===== config.mk =====
export PLATFORM = sky130hd
export DESIGN_NAME = dhp_sync_gen
export DESIGN_NICKNAME = d
export VERILOG_FILES = /design/src/rtl/dhp_sync_gen.sv
export SDC_FILE = /design/constraint.sdc
export NUM_CORES = 1
export LEC_CHECK = 0
export BUFFER_PORTS_ARGS = -buffer_cell sky130_fd_sc_hd__buf_2
export CAP_MARGIN = 0
export CORE_ASPECT_RATIO = 1.4
export CORE_MARGIN = 3
export CORE_UTILIZATION = 44
export DETAILED_ROUTE_END_ITERATION = 16
export GPL_TIMING_DRIVEN = 0
export PLACE_DENSITY = 0.65
export SLEW_MARGIN = 20
export SYNTH_ARGS = -nofsm -noshare
export SYNTH_HDL_FRONTEND = slang
export SYNTH_SLANG_ARGS = --single-unit

===== constraint.sdc =====
create_clock -name i_clk -period 5.1 [get_ports i_clk]
set_input_delay 0.255 -clock i_clk [delete_from_list [all_inputs] [get_ports i_clk]]
set_output_delay 0.255 -clock i_clk [all_outputs]
set_load 0.01 [all_outputs]

===== src/rtl/dhp_sync_gen.sv =====
// DHP-side timing master for the DCD readout link: row strobe (R2S) every row,
// frame strobe (FSYNC) on row 0, with graceful stop and frame counting.
module dhp_sync_gen #(
    parameter int ROW_W = 16,
    parameter int RPF_W = 10,
    parameter int FRM_W = 16
) (
    input  logic             i_clk,
    input  logic             i_rst_n,
    input  logic             i_start,
    input  logic             i_stop,
    input  logic [ROW_W-1:0] i_row_period,
    input  logic [3:0]       i_r2s_width,
    input  logic [RPF_W-1:0] i_rows_per_frame,
    input  logic [FRM_W-1:0] i_num_frames,
    output logic             o_r2s,
    output logic             o_fsync,
    output logic [RPF_W-1:0] o_row_num,
    output logic [FRM_W-1:0] o_frame_cnt,
    output logic             o_busy,
    output logic             o_done
);

    typedef enum logic {ST_IDLE = 1'b0, ST_RUN = 1'b1} state_t;

    state_t           r_state, w_state_nxt;
    logic [ROW_W-1:0] r_phase, w_phase_nxt;
    logic [RPF_W-1:0] r_row, w_row_nxt;
    logic [FRM_W-1:0] r_frame, w_frame_nxt;
    logic             r_stop_pend, w_stop_pend_nxt;
    logic [ROW_W-1:0] r_period, w_period_nxt;
    logic [ROW_W-1:0] r_width, w_width_nxt;
    logic [RPF_W-1:0] r_rows, w_rows_nxt;
    logic [FRM_W-1:0] r_nframes, w_nframes_nxt;
    logic             r_r2s, w_r2s_nxt;
    logic             r_fsync, w_fsync_nxt;
    logic             r_done, w_done_nxt;

    // Effective (clamped) configuration, latched only at START
    logic [ROW_W-1:0] w_period_cl, w_width_raw, w_width_cl;
    logic [RPF_W-1:0] w_rows_cl;

    assign w_period_cl = (i_row_period < ROW_W'(2)) ? ROW_W'(2) : i_row_period;
    assign w_width_raw = (i_r2s_width == 4'd0) ? ROW_W'(1) : ROW_W'(i_r2s_width);
    assign w_width_cl  = (w_width_raw > (w_period_cl - ROW_W'(1))) ?
                         (w_period_cl - ROW_W'(1)) : w_width_raw;
    assign w_rows_cl   = (i_rows_per_frame == '0) ? RPF_W'(1) : i_rows_per_frame;

    logic             w_last_phase, w_last_row, w_eof, w_stop_any, w_finish;
    logic [FRM_W-1:0] w_frame_inc;

    assign w_last_phase = (r_phase == (r_period - ROW_W'(1)));
    assign w_last_row   = (r_row == (r_rows - RPF_W'(1)));
    assign w_eof        = w_last_phase && w_last_row;
    assign w_frame_inc  = r_frame + FRM_W'(1);
    assign w_stop_any   = r_stop_pend | i_stop;
    assign w_finish     = w_eof && (((r_nframes != '0) && (w_frame_inc == r_nframes)) || w_stop_any);

    always_comb begin
        w_state_nxt     = r_state;
        w_phase_nxt     = r_phase;
        w_row_nxt       = r_row;
        w_frame_nxt     = r_frame;
        w_stop_pend_nxt = r_stop_pend;
        w_period_nxt    = r_period;
        w_width_nxt     = r_width;
        w_rows_nxt      = r_rows;
        w_nframes_nxt   = r_nframes;
        w_r2s_nxt       = 1'b0;
        w_fsync_nxt     = 1'b0;
        w_done_nxt      = 1'b0;
        case (r_state)
            ST_IDLE: begin
                if (i_start && !i_stop) begin
                    w_state_nxt     = ST_RUN;
                    w_phase_nxt     = '0;
                    w_row_nxt       = '0;
                    w_frame_nxt     = '0;
                    w_stop_pend_nxt = 1'b0;
                    w_period_nxt    = w_period_cl;
                    w_width_nxt     = w_width_cl;
                    w_rows_nxt      = w_rows_cl;
                    w_nframes_nxt   = i_num_frames;
                    w_r2s_nxt       = 1'b1;
                    w_fsync_nxt     = 1'b1;
                end
            end
            ST_RUN: begin
                w_stop_pend_nxt = w_stop_any;
                if (w_finish) begin
                    // Row index is left on the last row so it can be read back in IDLE
                    w_state_nxt     = ST_IDLE;
                    w_frame_nxt     = w_frame_inc;
                    w_stop_pend_nxt = 1'b0;
                    w_phase_nxt     = '0;
                    w_done_nxt      = 1'b1;
                end else begin
                    w_phase_nxt = w_last_phase ? '0 : r_phase + ROW_W'(1);
                    if (w_last_phase)
                        w_row_nxt = w_last_row ? '0 : r_row + RPF_W'(1);
                    if (w_eof)
                        w_frame_nxt = w_frame_inc;
                    w_r2s_nxt   = (w_phase_nxt < r_width);
                    w_fsync_nxt = w_r2s_nxt && (w_row_nxt == '0);
                end
            end
            default: w_state_nxt = ST_IDLE;
        endcase
    end

    always_ff @(posedge i_clk or negedge i_rst_n) begin
        if (!i_rst_n) begin
            r_state     <= ST_IDLE;
            r_phase     <= '0;
            r_row       <= '0;
            r_frame     <= '0;
            r_stop_pend <= 1'b0;
            r_period    <= ROW_W'(2);
            r_width     <= ROW_W'(1);
            r_rows      <= RPF_W'(1);
            r_nframes   <= '0;
            r_r2s       <= 1'b0;
            r_fsync     <= 1'b0;
            r_done      <= 1'b0;
        end else begin
            r_state     <= w_state_nxt;
            r_phase     <= w_phase_nxt;
            r_row       <= w_row_nxt;
            r_frame     <= w_frame_nxt;
            r_stop_pend <= w_stop_pend_nxt;
            r_period    <= w_period_nxt;
            r_width     <= w_width_nxt;
            r_rows      <= w_rows_nxt;
            r_nframes   <= w_nframes_nxt;
            r_r2s       <= w_r2s_nxt;
            r_fsync     <= w_fsync_nxt;
            r_done      <= w_done_nxt;
        end
    end

    assign o_r2s       = r_r2s;
    assign o_fsync     = r_fsync;
    assign o_row_num   = r_row;
    assign o_frame_cnt = r_frame;
    assign o_busy      = (r_state == ST_RUN);
    assign o_done      = r_done;

endmodule

After elaboration in Yosys (flattened, before gate mapping)
Cells that the tools add are included.
{"block": "word_totals", "ff_bits": 105, "latch_bits": 0, "ramBits": 0, "romBits": 0, "input_bits": 50, "output_inout_bits": 30, "n_memories": 0}
{"block": "classes", "n_addsub": 6, "n_mul": 0, "n_div": 0, "magnitude_cmp": 3, "eq_ne": 6, "n_shift": 0, "n_mux": 30, "bitwise": 2, "n_reduce_logical": 14}
{"op": "two-way mux 16 bit", "n": 7}
{"op": "two-way mux 10 bit", "n": 7}
{"op": "case mux 16 bit (2 select lines)", "n": 2}
{"op": "adder 16 x 1 -> 16 bit (second input constant)", "n": 2}
{"op": "== test 16 bit", "n": 2}
{"op": "subtractor 16 x 1 -> 16 bit (second input constant)", "n": 2}
{"op": "zero test 10 bit", "n": 2}
{"op": "case mux 10 bit (2 select lines)", "n": 1}
{"op": "greater-than comparator 4 x 16 -> 1 bit", "n": 1}
{"op": "< comparator 16 bit", "n": 1}
{"op": "< comparator 16 x 2 -> 1 bit (second input constant)", "n": 1}
{"op": "nonzero test 16 bit", "n": 1}
{"op": "adder 10 x 1 -> 10 bit (second input constant)", "n": 1}
{"op": "== test 10 bit", "n": 1}
{"op": "subtractor 10 x 1 -> 10 bit (second input constant)", "n": 1}
{"op": "two-way mux 1 bit", "n": 8}
{"op": "case mux 1 bit (2 select lines)", "n": 4}
{"op": "AND reduction 2 bit", "n": 3}
{"op": "logical AND 1 bit", "n": 5}
{"op": "zero test 4 bit", "n": 1}
{"op": "two-way mux 4 bit", "n": 1}
{"op": "inequality test 2 bit (second input constant)", "n": 2}
{"op": "inequality test 3 x 1 -> 1 bit (second input constant)", "n": 1}
{"op": "zero test 1 bit", "n": 1}
{"op": "3 further kinds", "n": 3}

Longest topological paths before layout
{"block": "logic_depth", "depth_word": 11, "depth_mapped": 23}

Least setup slack after synthesis
No wires, ideal clock.
{"block": "synth_path", "path_kind": "flip-flop to flip-flop", "from": "register r_period[4]", "to": "register r_fsync, in the netlist o_fsync", "setup_time_ns": 0.094, "t_arrival_ns": 4.258, "required_time_ns": 5.006, "path_slack_ns": 0.748, "stages_incl_launch_ff": 22, "period_less_slack_ns": 4.352, "path_cell_list": "dfrtp_1 > buf_2 > or4_4 > nor3_2 > a31o_2 > nand3_1 > nor3_1 > and2_1 > buf_2 > buf_2 > buf_2 > nor2_1 > ha_1 > a21o_1 > a21o_1 > a21o_1 > a21o_1 > a211oi_1 > o21ai_0 > a21oi_1 > o21bai_1 > a221oi_2"}
{"block": "synth_between", "elab_chain_cells": 9, "word_cells_on_any_way": 13, "classes_between": "add/sub: 1; order compare: 1; eq/ne: 1; mux: 6; reduce/logical: 4"}
{"element": "start, declared", "line_no": "31", "rtl": "logic [ROW_W-1:0] r_period, w_period_nxt;"}
{"element": "start signal, assigned", "line_no": "131", "rtl": "r_period <= w_period_nxt;"}
{"element": "subtractor 16 x 1 -> 16 bit *", "line_no": "52", "rtl": "assign w_last_phase = (r_phase == (r_period - ROW_W'(1)));"}
{"element": "== test 16 bit *", "line_no": "52"}
{"element": "branches (longest 5 deep; another with < comparator 16 bit)"}
{"element": "two-way mux 1 bit *", "line_no": "90", "rtl": "if (w_finish) begin"}
{"element": "case mux 1 bit (2 select lines) *", "line_no": "72", "rtl": "case (r_state)"}
{"element": "net w_fsync_nxt", "line_no": "36", "rtl": "logic r_fsync, w_fsync_nxt;"}
{"element": "end signal, assigned", "line_no": "136", "rtl": "r_fsync <= w_fsync_nxt;"}
{"element": "end, declared", "line_no": "36"}
Mark *: on every way through the listed nets, which the timed path passes. The select of a mux whose other input is x is not followed.
A chain may end at the register's enable or synchronous reset.

Worst setup path in the final report
Same ends and word-level chain as after synthesis.

==> key figures <==
Worst setup path
  – Worst R2R Setup Slack: 310 ps
  – CP max stage cell: or4_4
  – Delay of the slowest critical-path stage: 600 ps
  – Arrival time worst endpoint: around 5100 ps
  – CP Class: flip-flop to flip-flop
  – Worst Path Required: 5360 ps
  – Most used cell, CP: a21o_1
  – Cells on worst reg2reg path: 20
  – Nature of the critical path endpoint: flip-flop
  – Critical-path cell list: buf_2, or4_4, nor3_2, a31o_2, nand3_1, nor3_4, and2_1, buf_2, buf_6, nor2_1, ha_1, a21o_1, a21o_1, a21o_1, a21o_1, a211oi_1, o21ai_0, a21oi_1, o21bai_1, a221oi_2
  – Setup crit start kind: flip-flop
  – Max Fanout on Critical Path: 19

Clocking
  – TritonCTS Sinks: 105
  – Post-CTS Setup Bufs: 0
  – Clk slew on worst S/H paths: about 80 ps
  – Clock latency on the worst-skew pair: 360 ps
  – Root Buffer: clkbuf_16
  – CTS H-tree depth: 3
  – Max Buffers Root-to-Sink: 2
  – TritonCTS clock tree: built
  – Number of CTS-inserted buffers: 9

Logic synthesis
  – Seq cells post-synth: 105
  – Seq/Total Area, Yosys: 37.7%
  – Synth warn: 0
  – Synth top area cells: dfrtp_1 37%, nand2_1 8.1%, xnor2_1 7.4%
  – Synth top area share: 36.6%
  – Post-synth EDFFs: 0
  – Cells after Synth: roughly 840
  – Syn Std Cell Area: 6970 µm²
  – Top FF cell, synth: dfrtp_1
  – Syn nets: between 900 and 1000
  – Post-synth cell types: ~70
  – Area leader, netlist: dfrtp_1
  – Commonest cells in the netlist: 151 x nand2_1, 102 x dfrtp_1, 64 x o21ai_0
  – Post-synth ARST share: 100%
  – Syn Area/Cell: 8.32 µm²
  – Top-count cell post-synth: nand2_1

Status
  – Outcome: complete, no violations

Cells and area
  – Filler Cell Count: 1514
  – Multi-input logic area: ~4000 µm²
  – Layout cells sized above 1: 14.5%
  – Final nets: between 1000 and 1500
  – Register area: 2630 µm²
  – N_diodes: 0
  – Area Overhead vs Synth: 14.2%

Global route
  – Antenna violations before repair: 0
  – Total GRT Usage: 22.1%
  – First-pass GRT wire length: 31.1 mm
  – Vias in the first global route: 6104
  – Total gr overflow: 0
  – Largest net degree at the start of global routing: 64

Place
  – Routability cong.: 0.924
  – Placed wire-length estimate: 14.4 mm
  – Port-buffer cells: 79

Pwr
  – Total power: 2750 µW
  – Worst VDD drop: 0.155 mV
  – Cell Pwr Density: between 300 and 400 nW/µm²
  – Leakage: 0.00369 µW

Timing
  – Least-Margin Pin Slew: ~950 ps
  – Max-slew headroom: 36.2%
  – Final count of pins violating max slew: 0
  – Final Skew: 6.13 ps
  – Fmax: 0.209 GHz
  – Period utilization: 94.0%
  – RSZ-0062 raised after global routing: false
  – Final hold viol count: 0
  – Crit path time final: 4790 ps
  – Final setup fails: 0
  – Post-route setup TNS: 0 ps

Detailed routing
  – Routed vias: 6333
  – Routed WL: 18.7 mm
  – Via-to-Cell Ratio: 5.62
  – ANT nets after route: 0
  – Post-route DRC: 0
  – Starting DRT DRC Count: 379
  – DR WL/cell: about 17 µm
  – DRT Pass-1 Iters: 5

Floorplan
  – Core Area: 15300 µm²
  – # rows: 53
  – DIE HEIGHT: 155 µm
  – # IOs: 80
  – Die area: approximately 17000 µm²
  – Starting Density: a little under half
  – Die X: 112 µm

Flow run
  – Max-Cap Viols: 0

Hold path
  – Hold Crit Class: input port to flip-flop
  – Worst Hold Depth: 3
==> critical path: cells and delay by family, from the launching register on <==
kind	cells	cell delay [ps]
flip-flops	1	360
buffers and inverters	3	630
AND/OR/NAND/NOR	6	1560
AO/OA/AOI/OAI	10	1850
adder cells (fa/ha/maj)	1	290
==> power by group <==
group          internal (µW)  switching (µW)
combinational            432             500
sequential               973             166
clock                    339             343
total                   1740            1010
==> metal layers <==
metal,routed length (µm),GRT usage (%),up-vias
met5,0,0,-
met4,770,11.3,0
met3,806,2.45,49
met2,9400,38.8,176
met1,7750,26.6,2994
li1,-,-,3114
==> cell usage in the layout (no fill, tap or decap), drive strengths merged, types with 6 or more instances in the layout <==
cell and n:
nor3 24, o21ai 68, nand2 151, and4 6, dfrtp 102, a22o 11, and2 13, nor4 20
o31ai 13, buf 91, and3 17, nor2 60, inv 37, nand4 15, ha 25, nor3b 8
nand3 29, xor2 20, nor2b 6, a21oi 17, clkbuf 50, a21o 11, xnor2 59, a31oi 9
==> metrics by stage <==
stage	instance area, µm²	std cells	hold WS (ps)	setup WS (ps)	util (%)
2_1_floorplan	6970	838	-40.6	748	-
3_3_place_gp	7610	1109	449	-405	49.9
3_5_place_dp	7640	1110	212	-411	50.1
4_1_cts	7960	1127	72.9	32.4	52.2
5_1_grt	7960	1126	77.6	45.0	52.2
6_report	7960	1126	79.2	307	52.2
==> worst paths after layout <==
| check | start | endpoint |
|---|---|---|
| hold reg to reg | r_width[0]$_DFFE_PN1P_ | r_width[0]$_DFFE_PN1P_ |
| max in group asynchronous | i_rst_n | r_width[0]$_DFFE_PN1P_ |
| setup reg to reg | r_period[4]$_DFFE_PN0P_ | o_fsync$_DFF_PN0_ |
| hold / removal | i_num_frames[4] | r_nframes[4]$_DFFE_PN0P_ |
| min in group asynchronous | i_rst_n | o_frame_cnt[12]$_DFFE_PN0P_ |
| setup / recovery | r_period[4]$_DFFE_PN0P_ | o_fsync$_DFF_PN0_ |
==> repair_timing <==
item	in CTS	in global routing
hold endpoints to repair	42	0
setup endpoints to repair	2	2
resized for setup	6	2
hold buffers	1	0
pin swaps	0	1
==> registers in the layout (all words and copies together), names as in the netlist <==
register	flops
r_period	16
o_busy	1
o_done	1
r_phase	16
o_frame_cnt	16
r_width	16
r_rows	10
r_stop_pend	1
o_fsync	1
o_row_num	10
r_nframes	16
o_r2s	1
==> cell families (layout without fill, tap and decap cells) <==
kind of cell | Yosys count | in the layout | synth area share, %
AO/OA/AOI/OAI | 163 | 163 | 15.1
XOR/XNOR | 79 | 79 | 9.93
adder cells (fa/ha/maj) | 25 | 25 | 4.49
buffers and inverters | 87 | 183 | 5.19
flip-flops | 105 | 105 | 37.7
multiplexers | 10 | 10 | 1.53
AND/OR/NAND/NOR | 369 | 369 | 26.0
==> area by class of cell <==
cell class | instances | share of cell area (%)
multi-input combinational | 646 | 50.3
sequential | 105 | 33.1
timing repair buffer | 81 | 5.52
tap | 192 | 3.02
buffer | 52 | 2.97
clock buffer | 9 | 2.83
inverter | 34 | 1.60
clock inverter | 7 | 0.754
Power figures use the tool's default switching activity.
